**src/rtl/sync_fifo_pro.sv**
```systemverilog
// sync_fifo_pro: single-clock FIFO with count, almost_full/almost_empty, sync flush and sticky error flags.
// Latency: standard mode returns dout 1 cycle after an accepted rd_en; SYNC_FIFO_FWFT_EN shows the head word combinationally.
// Backpressure: writes are rejected when full unless a read is accepted in the same cycle (overflow pulse); reads are rejected when empty (underflow pulse).
//
// Ports:
//   clk, rstn (async assert, active-low), clr (synchronous flush, wins over wr_en/rd_en)
//   wr_en/din write side, rd_en/dout read side
//   full, empty, almost_full, almost_empty, count : decoded from the registered occupancy
//   overflow, underflow : one-cycle pulses for rejected requests
//   err_sticky          : {ovf_seen, unf_seen}, cleared by rstn or clr
// Build option: define SYNC_FIFO_FWFT_EN for first-word-fall-through read behaviour.
module sync_fifo_pro #(
    parameter int DW       = 32,
    parameter int DEPTH    = 16,
    parameter int AF_LEVEL = 12,
    parameter int AE_LEVEL = 4
) (
    input  logic                     clk,
    input  logic                     rstn,
    input  logic                     clr,
    input  logic                     wr_en,
    input  logic [DW-1:0]            din,
    input  logic                     rd_en,
    output logic [DW-1:0]            dout,
    output logic                     full,
    output logic                     empty,
    output logic                     almost_full,
    output logic                     almost_empty,
    output logic [$clog2(DEPTH):0]   count,
    output logic                     overflow,
    output logic                     underflow,
    output logic [1:0]               err_sticky
);

    localparam int AW = $clog2(DEPTH);
    localparam logic [AW:0] DEPTH_C = (AW+1)'(DEPTH);
    localparam logic [AW:0] AF_C    = (AW+1)'(AF_LEVEL);
    localparam logic [AW:0] AE_C    = (AW+1)'(AE_LEVEL);

    logic [DW-1:0] mem_q [DEPTH];

    logic [AW-1:0] wr_ptr_q, wr_ptr_d;
    logic [AW-1:0] rd_ptr_q, rd_ptr_d;
    logic [AW:0]   count_q,  count_d;
    logic          ovf_q,    ovf_d;
    logic          unf_q,    unf_d;
    logic [1:0]    sticky_q, sticky_d;
    logic          wr_acc;
    logic          rd_acc;

    // Flags come straight from the registered count: no look-ahead.
    assign full         = (count_q == DEPTH_C);
    assign empty        = (count_q == '0);
    assign almost_full  = (count_q >= AF_C);
    assign almost_empty = (count_q <= AE_C);
    assign count        = count_q;
    assign overflow     = ovf_q;
    assign underflow    = unf_q;
    assign err_sticky   = sticky_q;

    always_comb begin
        rd_acc   = 1'b0;
        wr_acc   = 1'b0;
        wr_ptr_d = wr_ptr_q;
        rd_ptr_d = rd_ptr_q;
        count_d  = count_q;
        ovf_d    = 1'b0;
        unf_d    = 1'b0;
        sticky_d = sticky_q;

        if (clr) begin
            // Flush: requests in this cycle are dropped silently.
            wr_ptr_d = '0;
            rd_ptr_d = '0;
            count_d  = '0;
            sticky_d = 2'b00;
        end else begin
            rd_acc = rd_en & ~empty;
            // A full FIFO can still take a write when a read frees a slot this cycle.
            wr_acc = wr_en & (~full | rd_acc);

            if (wr_acc) wr_ptr_d = wr_ptr_q + 1'b1;
            if (rd_acc) rd_ptr_d = rd_ptr_q + 1'b1;

            case ({wr_acc, rd_acc})
                2'b10:   count_d = count_q + 1'b1;
                2'b01:   count_d = count_q - 1'b1;
                default: count_d = count_q;
            endcase

            ovf_d    = wr_en & ~wr_acc;
            unf_d    = rd_en & ~rd_acc;
            sticky_d = sticky_q | {ovf_d, unf_d};
        end
    end

    always_ff @(posedge clk or negedge rstn) begin
        if (!rstn) begin
            wr_ptr_q <= '0;
            rd_ptr_q <= '0;
            count_q  <= '0;
            ovf_q    <= 1'b0;
            unf_q    <= 1'b0;
            sticky_q <= 2'b00;
        end else begin
            wr_ptr_q <= wr_ptr_d;
            rd_ptr_q <= rd_ptr_d;
            count_q  <= count_d;
            ovf_q    <= ovf_d;
            unf_q    <= unf_d;
            sticky_q <= sticky_d;
        end
    end

    // Storage array is deliberately not reset.
    always_ff @(posedge clk) begin
        if (wr_acc) mem_q[wr_ptr_q] <= din;
    end

`ifdef SYNC_FIFO_FWFT_EN
    // Head word is presented directly; meaningless while empty.
    assign dout = mem_q[rd_ptr_q];
`else
    logic [DW-1:0] dout_q;

    // Loads only on an accepted read; holds across rejected reads and flush.
    always_ff @(posedge clk or negedge rstn) begin
        if (!rstn) begin
            dout_q <= '0;
        end else if (rd_acc) begin
            dout_q <= mem_q[rd_ptr_q];
        end
    end

    assign dout = dout_q;
`endif

endmodule

```
**config.mk**
```make
export PLATFORM = sky130hd
export DESIGN_NAME = sync_fifo_pro
export DESIGN_NICKNAME = d
export VERILOG_FILES = /design/src/rtl/sync_fifo_pro.sv
export SDC_FILE = /design/constraint.sdc
export NUM_CORES = 1
export LEC_CHECK = 0
export CAP_MARGIN = 20
export CELL_PAD_IN_SITES_DETAIL_PLACEMENT = 1
export CELL_PAD_IN_SITES_GLOBAL_PLACEMENT = 2
export CORE_AREA = 2 2 252 254
export CTS_BUF_LIST = sky130_fd_sc_hd__clkbuf_8
export DETAILED_ROUTE_END_ITERATION = 8
export DIE_AREA = 0 0 254 256
export GPL_TIMING_DRIVEN = 1
export PLACE_DENSITY_LB_ADDON = 0.1
export SYNTH_ARGS = -nofsm -noshare
export SYNTH_HDL_FRONTEND = slang
export SYNTH_SLANG_ARGS = --single-unit
```
**constraint.sdc**
```tcl
create_clock -name clk -period 8.4 [get_ports clk]
set_input_delay 0.84 -clock clk [delete_from_list [all_inputs] [get_ports clk]]
set_output_delay 0.84 -clock clk [all_outputs]
set_load 0.05 [all_outputs]
```
==> flow_summary.json, run 1 <==
{
  "outcome": "finished, final reports clean",
  "hpwl_um": 26600,
  "die_area_um2": 65000,
  "worstSkewPairLatency_ns": 0.68,
  "finalHoldViolations": 0,
  "leakage_nw": 8.08,
  "cts_made_buffers": 98,
  "via_per_inst": 4.94,
  "grt_first_pass_wirelength_um": 76300,
  "h-tree-depth": 3,
  "synthMuxAreaShare_pct": 16.5,
  "clk_path_buf_depth": 3,
  "grt_max_degree": 93,
  "fin_setup_tns_ns": 0,
  "cts.sinks": 561,
  "clk_pin_slew_ns": 0.05,
  "synth_top_area_cell": "edfxtp_1",
  "startpoint_type": "flop",
  "peakVddDrop_v": 0.000154,
  "p_int_w": 0.00500,
  "synth-simple-area-share_pct": 2.03,
  "wire_per_inst_um": 24.6,
  "maxCapViolCount": 0,
  "netlist_instances": 989,
  "clockRootBuffer": "clkbuf_8",
  "synth_top_family_by_area": "multiplexers",
  "rsz0062_at_grt": "no",
  "dr.pass1.iters": 4,
  "crit_type": "flop to output port",
  "grt_pass1_vias": 11330,
  "fin_crit_ns": 3.59,
  "synthAdderAreaFrac_pct": 0.557,
  "initial_core_util_pct": 34.6,
  "core-area_um2": 62400,
  "tightest_slew_ns": 1.08,
  "hold_class": "input port to asynchronous set/reset pin",
  "cts_resized": 0,
  "ys_ff_latch": 561,
  "antenna_found_initial": 1,
  "globalplace.congestion": 0.682,
  "synth_area_leaders": "edfxtp_1 71%, mux4_2 13%, dfrtp_1 5.7%",
  "ys_warn_count": 0,
  "num_rows": 92,
  "final_core_util_pct": 40.5,
  "final_antenna_net_count": 0,
  "drtIter0Drc": 552,
  "critPathArrivalTime_ns": 2.75,
  "wirelength_um": 50900,
  "required_ns": 7.56,
  "clockPowerShare_pct": 33.8,
  "vias": 10193,
  "comb_power_share_pct": 19.0,
  "overflow": 0,
  "syn_area_per_cell_um2": 21.8,
  "syn_nets": 1035,
  "synth_edf_count": 512,
  "yosysSeqAreaShare_pct": 77.0,
  "setup_viol": 0,
  "drv_slew": 0,
  "synthArstFlopShare_pct": 8.73,
  "synthTopCellsByCount": "512 x edfxtp_1, 128 x mux4_2, 66 x mux2i_1",
  "yosysMostFrequentCell": "edfxtp_1",
  "powerDensity_nw_per_um2": 280,
  "cts_setup_buffers": 0,
  "synth_top_area_share_pct": 71.3,
  "io_buffers": 81,
  "fin_nets": 1182,
  "p_sw_w": 0.00210,
  "path_max_fanout": 13,
  "end_kind": "output port",
  "cts_tree": "built",
  "synth_cell_types": 44,
  "grt_usage_pct": 16.2,
  "switching_share_pct": 29.6,
  "fin_skew_ns": 0.0298,
  "period_share_pct": 42.7,
  "hold_buffers": 0,
  "synth_compound_area_share_pct": 2.34,
  "drcViolationCount": 0,
  "slew_headroom_pct": 28.3,
  "area_growth_syn_to_layout_pct": 17.3,
  "synth_ff_type": "edfxtp_1",
  "syn_area_um2": 21600,
  "die_w_um": 254,
  "seqPwrFrac_pct": 47.2,
  "pin_count": 82,
  "drive_gt1_share_pct": 24.6,
  "fmax_ghz": 0.278,
  "synth-xor-area-share_pct": 0.244,
  "die_h_um": 256
}
## stage by stage
stage	hold WS [ns]	instances	total power (W)	cell area [µm²]	worst slack, ns
6_report	0.364	2065	0.00709	25300	4.81
5_1_grt	0.354	2065	0.00742	25300	4.66
4_1_cts	0.320	2064	0.00723	25300	4.70
3_5_place_dp	0.484	1882	0.00479	23400	4.16
3_3_place_gp	0.510	1882	0.00478	23400	4.33
2_1_floorplan	0.544	989	0.00429	21600	5.05
## final cells by class
cell class | count | area [µm²]
Timing Repair Buffer | 100 | 961
Antenna cell | 1 | 2.50
Multi-Input combinational cell | 361 | 4720
Sequential cell | 561 | 16600
Clock buffer | 106 | 1460
Clock inverter | 76 | 428
Inverter | 14 | 52.6
Fill cell | 5985 | 37100
Tap cell | 846 | 1060
## power groups by stage
stage               registers (W)  clock network (W)  logic (W)
global placement          0.00342                  0    0.00137
CTS                       0.00336            0.00249    0.00138
finish                    0.00335            0.00240    0.00135
floorplan                 0.00357                  0   0.000720
global route              0.00337            0.00260    0.00145
detailed placement        0.00341                  0    0.00138
## cell usage in the layout (no fill, tap or decap), types with 12 or more instances in the layout
master / instances
edfxtp_1: 512
mux4_2: 128
clkbuf_8: 106
clkdlybuf4s50_1: 80
mux2i_1: 66
inv_1: 49
dfrtp_1: 46
nand2_1: 35
o221ai_1: 32
clkinv_1: 25
buf_4: 18
and2_2: 12
## registers in the layout (all words and copies together), names as in the netlist
register,cells
count,5
overflow,1
dout,32
mem_q,512
rd_ptr_q,4
underflow,1
err_sticky,2
wr_ptr_q,4
## worst max-delay path, stage by stage (launching register included)
cell             delay [ns]
dfrtp_1                0.47
or4_4                  0.69
nor2_1                 0.13
clkdlybuf4s50_1        0.81
## path summary, 6_finish.rpt
| kind | slack, ns | end | cells after the start | from |
|---|---|---|---|---|
| max | 4.81 | full | 3 | count[1]$_DFFE_PN0P_ |
| min | 0.36 | wr_ptr_q[1]$_DFFE_PN0P_ | 2 | rstn |
| max reg2reg | 5.26 | dout[7]$_DFFE_PN0P_ | 4 | count[1]$_DFFE_PN0P_ |
| min reg2reg | 0.49 | err_sticky[0]$_DFF_PN0_ | 1 | err_sticky[0]$_DFF_PN0_ |
| max in group asynchronous | 7.43 | rd_ptr_q[3]$_DFFE_PN0P_ | 2 | rstn |
| min in group clk | 0.49 | err_sticky[0]$_DFF_PN0_ | 1 | err_sticky[0]$_DFF_PN0_ |
## cell families after synthesis
family,Yosys count
fa+ha+maj,9
xor+xnor,6
mux,195
flops,561
compound gates,61
simple gates,90
buf+inv,67
## metal layers
metal  track usage [%]  wire length, µm
met5                 0                0
met4              4.48              836
met3              3.63             2290
met2              25.6            24600
met1              22.5            23100
No activity file was read; power rests on OpenSTA's default activity.
==> run 2: changes to the inputs <==
Clock period 8.4 ns to 2.96 ns, I/O delays scaled along.
==> flow_summary.json, run 2 (synthesis gave the netlist of run 1 again) <==
{
  "peakVddDrop_v": 0.000387,
  "worstSkewPairLatency_ns": 0.69,
  "mostFrequentLayoutCell": "edfxtp_1",
  "core-area_um2": 62400,
  "area_growth_syn_to_layout_pct": 20.6,
  "vias": 10626,
  "layout_common_cells": "512 x edfxtp_1, 128 x mux4_2, 106 x clkbuf_8",
  "outcome": "finished, final reports clean",
  "cts_tree": "built",
  "die_h_um": 256,
  "cts_made_buffers": 98,
  "final_antenna_net_count": 0,
  "end_kind": "output port",
  "drive_gt1_share_pct": 27.7,
  "drtIter0Drc": 837,
  "globalplace.congestion": 0.725,
  "die_area_um2": 65000,
  "h-tree-depth": 3,
  "via_per_inst": 5.01,
  "num_rows": 92,
  "fin_crit_ns": 2.76,
  "drcViolationCount": 0,
  "required_ns": 2.66,
  "dr.pass1.iters": 5,
  "overflow": 0,
  "finalHoldViolations": 0,
  "clk_pin_slew_ns": 0.06,
  "cts_setup_buffers": 0,
  "fin_skew_ns": 0.0314,
  "fillers": 5946,
  "cts.sinks": 561,
  "powerDensity_nw_per_um2": 780,
  "pin_count": 82,
  "clk_path_buf_depth": 3,
  "postLayoutCellArea_um2": 26000,
  "hold-worst-slack_ns": 0.195,
  "slew_headroom_pct": 38.7,
  "path_max_fanout": 12,
  "die_w_um": 254,
  "fmax_ghz": 0.362,
  "largest_reg_flops": 512,
  "grt_max_degree": 34,
  "grt_usage_pct": 17.8,
  "hpwl_um": 35200,
  "dpl_cell_area_um2": 24200,
  "drv_slew": 0,
  "rsz0062_at_grt": "no",
  "multi_input_area_um2": 4720,
  "fin_nets": 1237,
  "tightest_slew_ns": 0.911,
  "wire_per_inst_um": 26.5,
  "period_share_pct": 93.4,
  "critPathArrivalTime_ns": 2.47,
  "ff_latch_area_um2": 16600,
  "grt_first_pass_wirelength_um": 82700,
  "antenna_found_initial": 4,
  "setup_viol": 0,
  "leakage_nw": 8.47,
  "io_buffers": 81,
  "initial_core_util_pct": 34.6,
  "crit_type": "flop to output port",
  "hold_class": "input port to asynchronous set/reset pin",
  "maxCapViolCount": 0,
  "grt_pass1_vias": 11672,
  "startpoint_type": "flop",
  "largest_register": "mem_q",
  "wirelength_um": 56300,
  "clockRootBuffer": "clkbuf_8"
}
run 2: cell count changes in the layout (fill, tap and decap cells not counted), sizes merged:
| cell | change |
|---|---|
| clkinv | -1 |
| bufinv | -3 |
| clkdlybuf4s50 | -3 |
| dlygate4sd2 | +2 |
| dlymetal6s2s | +1 |
| clkinvlp | -2 |
| buf | +54 |
| inv | +9 |
| dlygate4sd3 | +1 |
run 2: stage by stage:
step	std cells	setup TNS [ns]	utilization [%]	worst slack, ns	total power [W]
finish	2123	0	41.7	0.196	0.0203
global route	2123	0	41.7	0.0981	0.0212
CTS	2122	0	41.7	0.0478	0.0207
detailed placement	1936	0	38.8	0.0779	0.0140
global placement	1936	0	38.8	0.121	0.0140
floorplan	989	-20.26	-	-0.158	0.0122
run 2: area by class of cell:
| cell class | instances | share of cell area (%) |
|---|---|---|
| diodes | 1 | 0.00962 |
| clock buffers | 106 | 5.61 |
| clock inverters | 79 | 1.37 |
| inverters | 14 | 0.202 |
| multi-input cells | 361 | 18.2 |
| flip-flops and latches | 561 | 63.9 |
| well taps | 846 | 4.07 |
| repair buffers | 155 | 6.73 |
run 2: worst paths after layout:
| check | slack (ns) | startpoint | end | depth (start not counted) |
|---|---|---|---|---|
| worst max-delay path | 0.20 | count[1]$_DFFE_PN0P_ | full | 4 |
| max in group asynchronous | 1.98 | rstn | dout[7]$_DFFE_PN0P_ | 3 |
| worst min-delay path | 0.20 | rstn | rd_ptr_q[3]$_DFFE_PN0P_ | 2 |
| min in group clk | 0.34 | clr | err_sticky[0]$_DFF_PN0_ | 3 |
| worst min register to register | 0.48 | err_sticky[0]$_DFF_PN0_ | err_sticky[0]$_DFF_PN0_ | 1 |
| worst max register to register | 0.24 | count[1]$_DFFE_PN0P_ | count[3]$_DFFE_PN0P_ | 8 |
run 2: power by group:
part | switching (W) | internal [W] | leakage (nW)
Sequential | 0.000290 | 0.00899 | 5.23
Clock | 0.00314 | 0.00339 | 1.09
Combinational | 0.00273 | 0.00175 | 2.15
Total | 0.00616 | 0.0141 | 8.47
run 2: worst max-delay path: stages, from the launching register on:
cell,delay (ns)
dfrtp_1,0.38
or4_4,0.57
buf_4,0.21
nor2_1,0.10
dlygate4sd2_1,0.54
run 2: what timing repair did:
item / CTS / global route
hold buffers: 1 / 0
gates resized for setup: 3 / 1
endpoints found under the setup margin: 3 / 1
hold endpoints to repair: 22 / 0
run 2: per-layer routing:
layer  GRT usage (%)  wire, µm  vias to the layer above
met5           0.827        71                        -
met4            5.16       987                        2
met3            3.58      2360                       76
met2            27.9     26600                      225
met1            25.2     26200                     5778
li1                -         -                     4545
==> run 3: changes to the inputs <==
Settings changed: CTS_CLUSTER_DIAMETER set to 40.
==> flow_summary.json, run 3 (synthesis gave the netlist of run 1 again) <==
{
  "fillers": 5912,
  "finalHoldViolations": 0,
  "via_per_inst": 5.03,
  "startpoint_type": "flop",
  "largest_register": "mem_q",
  "clockPowerShare_pct": 34.6,
  "period_share_pct": 93.3,
  "antenna_found_initial": 4,
  "drcViolationCount": 0,
  "power_w": 0.0210,
  "pin_count": 82,
  "crit_type": "flop to output port",
  "fin_nets": 1241,
  "startpoint": "count[1]$_DFFE_PN0P_",
  "initial_core_util_pct": 34.6,
  "hold_class": "input port to asynchronous set/reset pin",
  "end_kind": "output port",
  "endpoint": "full",
  "ff2ff_path_depth": 8,
  "fin_skew_ns": 0.0290,
  "die_w_um": 254,
  "vias": 10704,
  "h-tree-depth": 3,
  "powerDensity_nw_per_um2": 801,
  "ff_latch_area_um2": 16600,
  "io_buffers": 81,
  "final_antenna_net_count": 0,
  "largest_reg_flops": 512,
  "die_area_um2": 65000,
  "hold-worst-slack_ns": 0.207,
  "critPathArrivalTime_ns": 2.46,
  "r2r-end": "count[3]$_DFFE_PN0P_",
  "layout_common_cells": "512 x edfxtp_1, 128 x mux4_2, 110 x clkbuf_8",
  "comb_power_share_pct": 21.3,
  "multi_input_area_um2": 4720,
  "drv_slew": 0,
  "maxCapViolCount": 0,
  "rsz0062_at_grt": "no",
  "core-area_um2": 62400,
  "fin_crit_ns": 2.76,
  "grt_pass1_vias": 11754,
  "dr.pass1.iters": 5,
  "slew_headroom_pct": 34.4,
  "tightest_slew_ns": 0.976,
  "leakage_nw": 8.54,
  "hpwl_um": 35200,
  "worstSkewPairLatency_ns": 0.69,
  "overflow": 0,
  "cts_made_buffers": 102,
  "wire_per_inst_um": 26.5,
  "p_int_w": 0.0148,
  "final_core_util_pct": 42.1,
  "path_max_fanout": 12,
  "clk_pin_slew_ns": 0.06,
  "cts_setup_buffers": 0,
  "area_growth_syn_to_layout_pct": 21.7,
  "required_ns": 2.66,
  "clockRootBuffer": "clkbuf_8",
  "die_h_um": 256,
  "drtIter0Drc": 789,
  "p_sw_w": 0.00625,
  "grt_max_degree": 34,
  "fmax_ghz": 0.362,
  "drive_gt1_share_pct": 29.0,
  "clk_path_buf_depth": 3,
  "mostFrequentLayoutCell": "edfxtp_1",
  "setup_viol": 0,
  "cts_tree": "built",
  "switching_share_pct": 29.7,
  "peakVddDrop_v": 0.000386,
  "outcome": "finished, final reports clean",
  "wirelength_um": 56500,
  "rr_startpoint": "count[1]$_DFFE_PN0P_",
  "globalplace.congestion": 0.725,
  "grt_usage_pct": 17.9,
  "reg2reg_setup_slack_ns": 0.24,
  "num_rows": 92,
  "cts.sinks": 561,
  "grt_first_pass_wirelength_um": 83200,
  "seqPwrFrac_pct": 44.2
}
==> run 3: changes by cell type in the layout (fill, tap and decap cells not counted) <==
cell | previous run | this run
bufinv_16 | 1 | 7
clkinv_2 | 9 | 14
clkinvlp_4 | 1 | 6
inv_6 | 2 | 1
inv_8 | 1 | 0
clkbuf_8 | 106 | 110
clkinv_1 | 23 | 19
inv_1 | 56 | 47
==> run 3: cell type report <==
class | instances | area share, %
inverters | 14 | 0.200
repair buffers | 155 | 6.67
multi-input cells | 361 | 18.0
diodes | 1 | 0.00953
clock buffers | 110 | 5.77
flip-flops and latches | 561 | 63.3
well taps | 846 | 4.03
clock inverters | 80 | 2.02
==> run 3: per-stage QoR <==
stage / setup slack [ns] / instances / area [µm²] / TNS, ns
floorplan: -0.158 / 989 / 21600 / -20.26
global route: 0.0934 / 2128 / 26200 / 0
CTS: 0.00412 / 2127 / 26200 / 0
finish: 0.200 / 2128 / 26200 / 0
detailed placement: 0.0779 / 1936 / 24200 / 0
global placement: 0.121 / 1936 / 24200 / 0
==> run 3: worst min-delay path by stage <==
stage / slack [ns] / endpoint / cells after the start
global route: 0.23 / dout[24]$_DFFE_PN0P_ / 2
CTS: 0.16 / dout[25]$_DFFE_PN0P_ / 2
finish: 0.21 / dout[25]$_DFFE_PN0P_ / 2
detailed placement: 0.40 / count[3]$_DFFE_PN0P_ / 1
global placement: 0.39 / count[3]$_DFFE_PN0P_ / 1
floorplan: 0.0004 / count[0]$_DFFE_PN0P_ / 0
==> run 3: power by group through the flow <==
stage	sequential [W]	combinational, W	clock, W
floorplan	0.0101	0.00204	0
global route	0.00933	0.00479	0.00785
CTS	0.00931	0.00457	0.00752
finish	0.00929	0.00447	0.00727
global placement	0.00946	0.00454	0
detailed placement	0.00946	0.00457	0
==> run 3: worst max-delay path: stages (launching register included) <==
cell and delay (ns):
dfrtp_1 0.38, or4_4 0.57, buf_4 0.21, nor2_1 0.10, dlygate4sd2_1 0.54
==> run 3: timing repair <==
action | 4_1_cts | 5_1_grt
gates resized for setup | 2 | 2
hold buffers | 1 | 0
setup endpoints to repair | 2 | 2
hold endpoints to repair | 22 | 0
==> run 3: layer usage <==
layer	track usage [%]	vias to the layer above	wire length [µm]
met1	25.3	5818	25900
met4	5.23	0	1000
met3	3.98	81	2900
li1	-	4559	-
met5	0	-	0
met2	27.9	246	26700
